**config.mk**
```make
export PLATFORM = sky130hd
export DESIGN_NAME = player_hit_detector_flat
export DESIGN_NICKNAME = d
export VERILOG_FILES = /design/src/rtl/player_hit_if.sv /design/src/rtl/player_hit_detector.sv /design/src/flat_wrapper.sv
export SDC_FILE = /design/constraint.sdc
export NUM_CORES = 1
export LEC_CHECK = 0
export ABC_CLOCK_PERIOD_IN_PS = 5900
export BUFFER_PORTS_ARGS = -buffer_cell sky130_fd_sc_hd__buf_2
export CAP_MARGIN = 20
export CELL_PAD_IN_SITES_DETAIL_PLACEMENT = 1
export CELL_PAD_IN_SITES_GLOBAL_PLACEMENT = 1
export CORE_MARGIN = 5
export CORE_UTILIZATION = 48
export CTS_CLUSTER_DIAMETER = 50
export DETAILED_ROUTE_END_ITERATION = 10
export PLACE_DENSITY = 0.9
export SLEW_MARGIN = 20
export SYNTH_ARGS = -nofsm -noshare
export SYNTH_HDL_FRONTEND = slang
export SYNTH_SLANG_ARGS = --single-unit
```
**constraint.sdc**
```tcl
create_clock -name clk -period 5.9 [get_ports clk]
set_input_delay 0.885 -clock clk [delete_from_list [all_inputs] [get_ports clk]]
set_output_delay 0.885 -clock clk [all_outputs]
set_load 0.005 [all_outputs]
```
**src/rtl/player_hit_if.sv**
```systemverilog
// Per-pixel collision inputs and per-frame hit/kill/invulnerability outputs exchanged
// between the frame timing/sprite logic and the player hit detector.
interface player_hit_if #(
    parameter int unsigned NUM_SHOTS = 4
);
    logic                 startOfFrame;
    logic                 playGame;
    logic                 playerDR;
    logic [NUM_SHOTS-1:0] shotDR;
    logic                 shotHitPlayer;
    logic [NUM_SHOTS-1:0] shotKill;
    logic                 invulnerable;
    logic                 playerBlink;

    modport master (
        output startOfFrame, playGame, playerDR, shotDR,
        input  shotHitPlayer, shotKill, invulnerable, playerBlink
    );

    modport slave (
        input  startOfFrame, playGame, playerDR, shotDR,
        output shotHitPlayer, shotKill, invulnerable, playerBlink
    );
endinterface

```
**src/rtl/player_hit_detector.sv**
```systemverilog
// Aggregates player/alien-shot pixel overlaps per frame into at most one hit pulse,
// a shot-kill mask, and a frame-counted invulnerability window with blink.
module player_hit_detector #(
    parameter int unsigned NUM_SHOTS     = 4,
    parameter int unsigned INVULN_FRAMES = 60,
    parameter int unsigned BLINK_FRAMES  = 4,
    parameter int unsigned CNT_W         = 8
) (
    input logic         clk,
    input logic         resetN,
    player_hit_if.slave bus_io
);

    typedef enum logic [1:0] {StIdle, StArmed, StInvuln} state_e;

    state_e               state_q, state_d;
    logic [NUM_SHOTS-1:0] coll;
    logic [NUM_SHOTS-1:0] kill_acc_q, kill_acc_d;
    logic [NUM_SHOTS-1:0] shot_kill_q, shot_kill_d;
    logic                 hit_acc_q, hit_acc_d;
    logic                 hit_q, hit_d;
    logic                 blink_q, blink_d;
    logic [CNT_W-1:0]     frame_cnt_q, frame_cnt_d;
    logic [CNT_W-1:0]     blink_cnt_q, blink_cnt_d;
    logic [CNT_W-1:0]     frame_dec, blink_dec;
    logic                 sof;

    assign sof       = bus_io.startOfFrame;
    assign coll      = bus_io.playerDR ? bus_io.shotDR : '0;
    assign frame_dec = (frame_cnt_q == '0) ? '0 : frame_cnt_q - CNT_W'(1);
    assign blink_dec = (blink_cnt_q == '0) ? '0 : blink_cnt_q - CNT_W'(1);

    always_comb begin
        state_d     = state_q;
        kill_acc_d  = kill_acc_q;
        hit_acc_d   = hit_acc_q;
        shot_kill_d = '0;
        hit_d       = 1'b0;
        blink_d     = blink_q;
        frame_cnt_d = frame_cnt_q;
        blink_cnt_d = blink_cnt_q;

        if (!bus_io.playGame) begin
            state_d     = StIdle;
            kill_acc_d  = '0;
            hit_acc_d   = 1'b0;
            blink_d     = 1'b0;
            frame_cnt_d = '0;
            blink_cnt_d = '0;
        end else begin
            unique case (state_q)
                StIdle: state_d = StArmed;
                StArmed: begin
                    if (sof && hit_acc_q) begin
                        state_d     = StInvuln;
                        frame_cnt_d = CNT_W'(INVULN_FRAMES);
                        blink_cnt_d = CNT_W'(BLINK_FRAMES);
                        blink_d     = 1'b1;
                    end
                end
                StInvuln: begin
                    if (sof) begin
                        frame_cnt_d = frame_dec;
                        blink_cnt_d = blink_dec;
                        if (blink_dec == '0) begin
                            blink_d     = ~blink_q;
                            blink_cnt_d = CNT_W'(BLINK_FRAMES);
                        end
                        if (frame_dec == '0) begin
                            state_d     = StArmed;
                            blink_d     = 1'b0;
                            blink_cnt_d = '0;
                        end
                    end
                end
                default: state_d = StIdle;
            endcase

            // A collision on the boundary cycle belongs to the new frame, judged by its state.
            if (state_q != StIdle) begin
                if (sof) begin
                    shot_kill_d = kill_acc_q;
                    hit_d       = hit_acc_q;
                    kill_acc_d  = coll;
                    hit_acc_d   = (|coll) && (state_d == StArmed);
                end else begin
                    kill_acc_d  = kill_acc_q | coll;
                    hit_acc_d   = hit_acc_q | ((|coll) && (state_q == StArmed));
                end
            end
        end
    end

    always_ff @(posedge clk or negedge resetN) begin
        if (!resetN) begin
            state_q     <= StIdle;
            kill_acc_q  <= '0;
            hit_acc_q   <= 1'b0;
            shot_kill_q <= '0;
            hit_q       <= 1'b0;
            blink_q     <= 1'b0;
            frame_cnt_q <= '0;
            blink_cnt_q <= '0;
        end else begin
            state_q     <= state_d;
            kill_acc_q  <= kill_acc_d;
            hit_acc_q   <= hit_acc_d;
            shot_kill_q <= shot_kill_d;
            hit_q       <= hit_d;
            blink_q     <= blink_d;
            frame_cnt_q <= frame_cnt_d;
            blink_cnt_q <= blink_cnt_d;
        end
    end

    assign bus_io.shotHitPlayer = hit_q;
    assign bus_io.shotKill      = shot_kill_q;
    assign bus_io.invulnerable  = (state_q == StInvuln);
    assign bus_io.playerBlink   = blink_q;

endmodule

```
**src/flat_wrapper.sv**
```systemverilog
// flat-port wrapper written by rule: the top's interface ports become plain ports
module player_hit_detector_flat 
#(
    parameter int unsigned NUM_SHOTS     = 4,
    parameter int unsigned INVULN_FRAMES = 60,
    parameter int unsigned BLINK_FRAMES  = 4,
    parameter int unsigned CNT_W         = 8
)
  (clk, resetN, bus_io_startOfFrame, bus_io_playGame, bus_io_playerDR, bus_io_shotDR, bus_io_shotHitPlayer, bus_io_shotKill, bus_io_invulnerable, bus_io_playerBlink);
  player_hit_if #(.NUM_SHOTS(NUM_SHOTS)) bus_io_i ();
  input logic clk;
  input logic resetN;
  input wire logic [$bits(bus_io_i.startOfFrame)-1:0] bus_io_startOfFrame;
  input wire logic [$bits(bus_io_i.playGame)-1:0] bus_io_playGame;
  input wire logic [$bits(bus_io_i.playerDR)-1:0] bus_io_playerDR;
  input wire logic [$bits(bus_io_i.shotDR)-1:0] bus_io_shotDR;
  output wire logic [$bits(bus_io_i.shotHitPlayer)-1:0] bus_io_shotHitPlayer;
  output wire logic [$bits(bus_io_i.shotKill)-1:0] bus_io_shotKill;
  output wire logic [$bits(bus_io_i.invulnerable)-1:0] bus_io_invulnerable;
  output wire logic [$bits(bus_io_i.playerBlink)-1:0] bus_io_playerBlink;
  assign bus_io_i.startOfFrame = bus_io_startOfFrame;
  assign bus_io_i.playGame = bus_io_playGame;
  assign bus_io_i.playerDR = bus_io_playerDR;
  assign bus_io_i.shotDR = bus_io_shotDR;
  assign bus_io_shotHitPlayer = bus_io_i.shotHitPlayer;
  assign bus_io_shotKill = bus_io_i.shotKill;
  assign bus_io_invulnerable = bus_io_i.invulnerable;
  assign bus_io_playerBlink = bus_io_i.playerBlink;
  player_hit_detector #(.NUM_SHOTS(NUM_SHOTS), .INVULN_FRAMES(INVULN_FRAMES), .BLINK_FRAMES(BLINK_FRAMES), .CNT_W(CNT_W)) u_core (.clk(clk), .resetN(resetN), .bus_io(bus_io_i));
endmodule
```
* Word-level counts from Yosys, hierarchy flattened
Index checks and enable logic that the tools add are counted.
W data, S select, Z words.
** Cells by class
- Add/subtract/negate cells :: 2
- $mul :: 0
- Divide/modulo/power cells :: 0
- Order comparisons :: 0
- Equality and inequality tests :: 8
- Shift operators :: 0
- Mux-type cells :: 37
- Bitwise logic cells :: 3
- Reduce and logical (&&, ||, !) cells :: 12
** Operators with widths (number)
- $mux W8 :: 10
- $logic_not A8 Y1 :: 4
- $pmux W8 S2 :: 2
- $mux W4 :: 7
- $sub A8 B1 Y8 const B :: 2
- $mux W1 :: 11
- $mux W2 :: 5
- $pmux W2 S3 :: 1
- $eq A2 B1 Y1 const B :: 2
- $ne A4 B2 Y1 const B :: 1
- $or A4 B4 Y4 :: 1
- $reduce_and A4 Y1 :: 1
- $reduce_or A4 Y1 :: 1
- $logic_and A1 B1 Y1 :: 3
- $ne A3 B1 Y1 const B :: 1
- $ne A3 B2 Y1 const B :: 1
- $ne A3 B3 Y1 const B :: 1
- $reduce_and A3 Y1 :: 1
- $eq A2 B2 Y1 const B :: 1
- $logic_not A2 Y1 :: 1
- $ne A2 B1 Y1 const B :: 1
- $pmux W1 S2 :: 1
- $reduce_bool A2 Y1 :: 1
- $not A1 Y1 :: 1
- $or A1 B1 Y1 :: 1
** Storage, ports and cells
- Bits in registers :: 29
- Bits in latches :: 0
- Bits in writable memories :: 0
- Bits in read-only memories :: 0
- Output and inout bits :: 7
- Logic and storage cells :: 70
- Memories kept :: 0

* Logic depth before layout (Yosys ltp)
- Word-level depth :: 12
- Mapped depth :: 9
- Mapped depth without buffers :: 8

* Least setup slack after synthesis
No wires, ideal clock.
- Path kind :: register to register
- From :: register u_core.frame_cnt_q[0]
- To :: register u_core.blink_cnt_q[4]
- Setup time :: 0.065 ns
- Arrival :: 1.986 ns
- Required time :: 5.835 ns
- Slack :: 3.849 ns
- Stages on the path, launching flop included :: 10
- Buffers on the path :: 1
- Clock period less this slack :: 2.051 ns
- Cells stage by stage :: dfrtp_1 > inv_1 > ha_1 > and2b_1 > a211oi_2 > and4_1 > a211o_1 > buf_6 > o211ai_1 > o21a_1
** On the way
- Cells in the longest elaborated chain, start to end :: 7
- Elaborated cells between the ends (all ways) :: 8
- Those cells by class :: 1 x add/sub; 5 x mux; 2 x reduce/logical
** RTL lines
- start, declared :: line player_hit_detector.sv:23 : logic [CNT_W-1:0] frame_cnt_q, frame_cnt_d;
- start signal, assigned :: line player_hit_detector.sv:111 : frame_cnt_q <= frame_cnt_d;
- $sub A8 B1 Y8 / $logic_not A8 Y1 (equally long branches) :: line player_hit_detector.sv:30 : assign frame_dec = (frame_cnt_q == '0) ? '0 : frame_cnt_q - CNT_W'(1);
- $mux W8 (*) :: line player_hit_detector.sv:30
- $logic_not A8 Y1 (*) :: line player_hit_detector.sv:69 : if (frame_dec == '0) begin
- $mux W8 (*) :: line player_hit_detector.sv:69
- $mux W8 (*) :: line player_hit_detector.sv:62 : if (sof) begin
- $pmux W8 S2 (*) :: line player_hit_detector.sv:51 : unique case (state_q)
- $mux W8 (*) :: line player_hit_detector.sv:43 : if (!bus_io.playGame) begin
- end signal, assigned :: line player_hit_detector.sv:112 : blink_cnt_q <= blink_cnt_d;
- end, declared :: line player_hit_detector.sv:24 : logic [CNT_W-1:0] blink_cnt_q, blink_cnt_d;
Mark *: on every way between the ends. The rest lies on a longest branch, timed or not. The select of a mux whose other input is x is not followed.
A chain may end at the register's enable or synchronous reset.

* Final worst setup path
Same ends and word-level chain as after synthesis.

==> flow_summary_export.csv <==
group,metric,value,unit
global_routing,grt_start_max_net_pins,30,
setup_path,cp-end-kind,"register",
routing,wl,4760,um
synth,synth_top_family_by_area,"compound AO/OA/AOI/OAI gates",
clocking,worstSkewPairLatency,0.32,ns
timing,slew_headroom,0.463,
min_path,min_path_cells,1,
floorplanning,start_util,0.505,
cells_and_area,nets,220,
setup_path,path_class,"register to register",
flow_run,cap_violations,0,
synth,synth-edff-count,0,
routing,wl_per_cell,18.7,um
synth,avgSynthCellArea,8.90,um2
timing,clock_skew,0.00874,ns
setup_path,crit_arrival,2.65,ns
routing,ant_nets,0,
setup_path,r2r_slack,3.47,ns
synth,ys_types,52,
cells_and_area,drive_above_1_share,0.135,
setup_path,crit_required,6.11,ns
routing,drtIter0Drc,107,
floorplanning,die_h,70.0,um
placement,port_buffers,15,
cells_and_area,final_cell_mix,"dfrtp_1 (29), nand2_1 (18), o21ai_0 (17)",
clocking,clock_path_buffers,2,
placement,dpl.hpwl,3510,um
synth,ys_warn_count,0,
global_routing,antenna_found_initial,0,
floorplanning,die_area,4900,um2
setup_path,slowest_stage,"dfrtp_1",
clocking,clk_pin_slew,0.09,ns
floorplanning,die_x,70.0,um
timing,holdWs,0.550,ns
timing,rsz0062_at_grt,"no",
synth,yosys.area_share.xor_xnor,0.0101,
clocking,htreeDepth,2,
global_routing,first_global_vias,1717,
timing,setup_tns,0,ns
synth,synthAdderAreaFrac,0.0217,
setup_path,rr_worst_depth,8,
routing,firstDrtPassIters,4,
clocking,cts.sinks,29,
synth,synth-main-ff-cell,"dfrtp_1",
cells_and_area,final_common_cell,"dfrtp_1",
placement,globalplace.congestion,0.924,
timing,setup_viol,0,
floorplanning,io_pins,16,
outcome,status,"completed",
synth,synthMuxAreaShare,0.0123,
timing,worstMarginPinSlew,0.800,ns
floorplanning,core,3420,um2
setup_path,cpLargestDelayFamily,"compound AO/OA/AOI/OAI gates",
global_routing,grt_pass1_wl,8190,um
synth,ys_async_sr_fraction,1.00,
timing,hold_violations,0,
clocking,ctsHoldBuffers,0,
power_and_ir_drop,irDropWorstVdd,0.000129,V
min_path,hold_end,"u_core.bus_io.shotKill[2]$_DFF_PN0_",
synth,synth-seq-area-share,0.420,
routing,vias,1590,
synth,netlist_instances,194,
synth,synth_nets,206,
setup_path,r2r-start,"u_core.frame_cnt_q[0]$_DFFE_PN0P_",
synth,yosys.area_share.simple,0.225,
timing,post-route-period-util,0.413,
synth,synth_compound_area_frac,0.257,
setup_path,start_kind,"register",
cells_and_area,antenna_cells,0,
clocking,cts-root-buf,"clkbuf_4",
setup_path,cpPeakStageDelay,0.47,ns
cells_and_area,postLayoutCoreUtil,0.547,
clocking,cts-resized-gates,0,
synth,syn_area,1730,um2
synth,ys_ff_latch,29,
setup_path,worstPathMaxFanout,10,
timing,timing.final.max_slew_violations,0,
setup_path,path_buf_inv,1,
clocking,post-cts-setup-buffer-count,0,
power_and_ir_drop,power_density,224,nW/um2
min_path,hold_path_class,"register to register",
routing,drcViolationCount,0,
floorplanning,core.rowCount,21,
timing,max_freq,411,MHz
cells_and_area,area_growth,8.12,%
global_routing,grt_use_total,0.210,
clocking,tritoncts,"done",
timing,period_needed,2.43,ns
setup_path,r2r-end,"u_core.blink_cnt_q[4]$_DFFE_PN0P_",
setup_path,path_cells,"inv_1, ha_1, and2b_1, a211oi_2, and4_1, a211o_1, o211ai_1, o21a_1",
power_and_ir_drop,p_leak,0.835,nW
clocking,numCtsBuffers,5,
global_routing,grt_overflow,0,
routing,viasPerCell,6.26,
min_path,min_from,"u_core.kill_acc_q[2]$_DFFE_PN0P_",
==> metal layers <==
layer	share of wire	up-vias	GRT usage
li1	-	742	-
met1	0.44	800	0.263
met2	0.50	36	0.348
met3	0.031	12	0.0445
met4	0.023	0	0.0936
met5	0	-	0
==> logic make-up (layout without fill, tap and decap cells) <==
kind of cell	after synthesis	in the layout
and+or+nand+nor	72	72
xor gates and xnor gates	2	2
buffers and inverters	20	34
AOI/OAI and AO/OA	66	66
DFF	29	29
adders and majority gates	3	3
muxes	2	2
==> area by class of cell <==
cell class                 count  area [um2]
tap                           46        57.6
inverter                      12        45.0
multi-input combinational    145         908
fill                         418        1550
sequential                    29         726
timing repair buffer          15        75.1
clock buffer                   7        55.1
==> state kept, by name, summed over array words and instances (netlist names) <==
| signal | flops |
|---|---|
| u_core.blink_cnt_q | 8 |
| u_core.frame_cnt_q | 8 |
| u_core.bus_io.shotKill | 4 |
| u_core.kill_acc_q | 4 |
| u_core.state_q | 2 |
| u_core.bus_io.playerBlink | 1 |
| u_core.bus_io.shotHitPlayer | 1 |
| u_core.hit_acc_q | 1 |
==> stage by stage <==
| step | area, um2 | setup WS [ns] | cells | power, mW |
|---|---|---|---|---|
| global route | 1870 | 3.32 | 254 | 0.446 |
| detailed placement | 1810 | 3.55 | 247 | 0.299 |
| CTS | 1870 | 3.51 | 254 | 0.422 |
| finish | 1870 | 3.47 | 254 | 0.419 |
| floorplan | 1730 | 3.85 | 194 | 0.276 |
| global placement | 1810 | 3.69 | 247 | 0.292 |
==> worst max-delay path by stage <==
stage / start / to / depth (start not counted)
6_report: u_core.frame_cnt_q[0]$_DFFE_PN0P_ / u_core.blink_cnt_q[4]$_DFFE_PN0P_ / 8
3_5_place_dp: u_core.frame_cnt_q[0]$_DFFE_PN0P_ / u_core.blink_cnt_q[4]$_DFFE_PN0P_ / 8
3_3_place_gp: u_core.frame_cnt_q[0]$_DFFE_PN0P_ / u_core.blink_cnt_q[5]$_DFFE_PN0P_ / 8
2_1_floorplan: u_core.frame_cnt_q[0]$_DFFE_PN0P_ / u_core.blink_cnt_q[4]$_DFFE_PN0P_ / 9
5_1_grt: u_core.frame_cnt_q[0]$_DFFE_PN0P_ / u_core.blink_cnt_q[4]$_DFFE_PN0P_ / 8
4_1_cts: u_core.frame_cnt_q[0]$_DFFE_PN0P_ / u_core.blink_cnt_q[4]$_DFFE_PN0P_ / 8
==> cell usage after synthesis, types with 3 or more instances <==
library cell | number | area share
inv_1 | 12 | 0.026
a31oi_1 | 3 | 0.011
nand2_1 | 18 | 0.039
nor4_1 | 3 | 0.011
dfrtp_1 | 29 | 0.42
nor2b_1 | 6 | 0.022
o41ai_1 | 3 | 0.015
o21a_1 | 3 | 0.013
nand3_1 | 4 | 0.012
a22oi_1 | 5 | 0.022
clkbuf_1 | 4 | 0.0087
and3_1 | 4 | 0.014
a21oi_1 | 10 | 0.029
nand2b_1 | 4 | 0.014
ha_1 | 3 | 0.022
nor3_1 | 8 | 0.023
nor2_1 | 11 | 0.024
o211ai_1 | 3 | 0.013
o21ai_0 | 17 | 0.049
==> power breakdown <==
part | switching (mW) | internal [mW]
clock network | 0.0661 | 0.0562
logic | 0.0449 | 0.0284
registers | 0.0154 | 0.208
==> worst reg2reg max path, cell delays in order, from the launching register on <==
cell	delay, ns
dfrtp_1	0.47
inv_1	0.11
ha_1	0.30
and2b_1	0.28
a211oi_2	0.31
and4_1	0.23
a211o_1	0.34
o211ai_1	0.16
o21a_1	0.14
(Power assumes the default switching activity.)
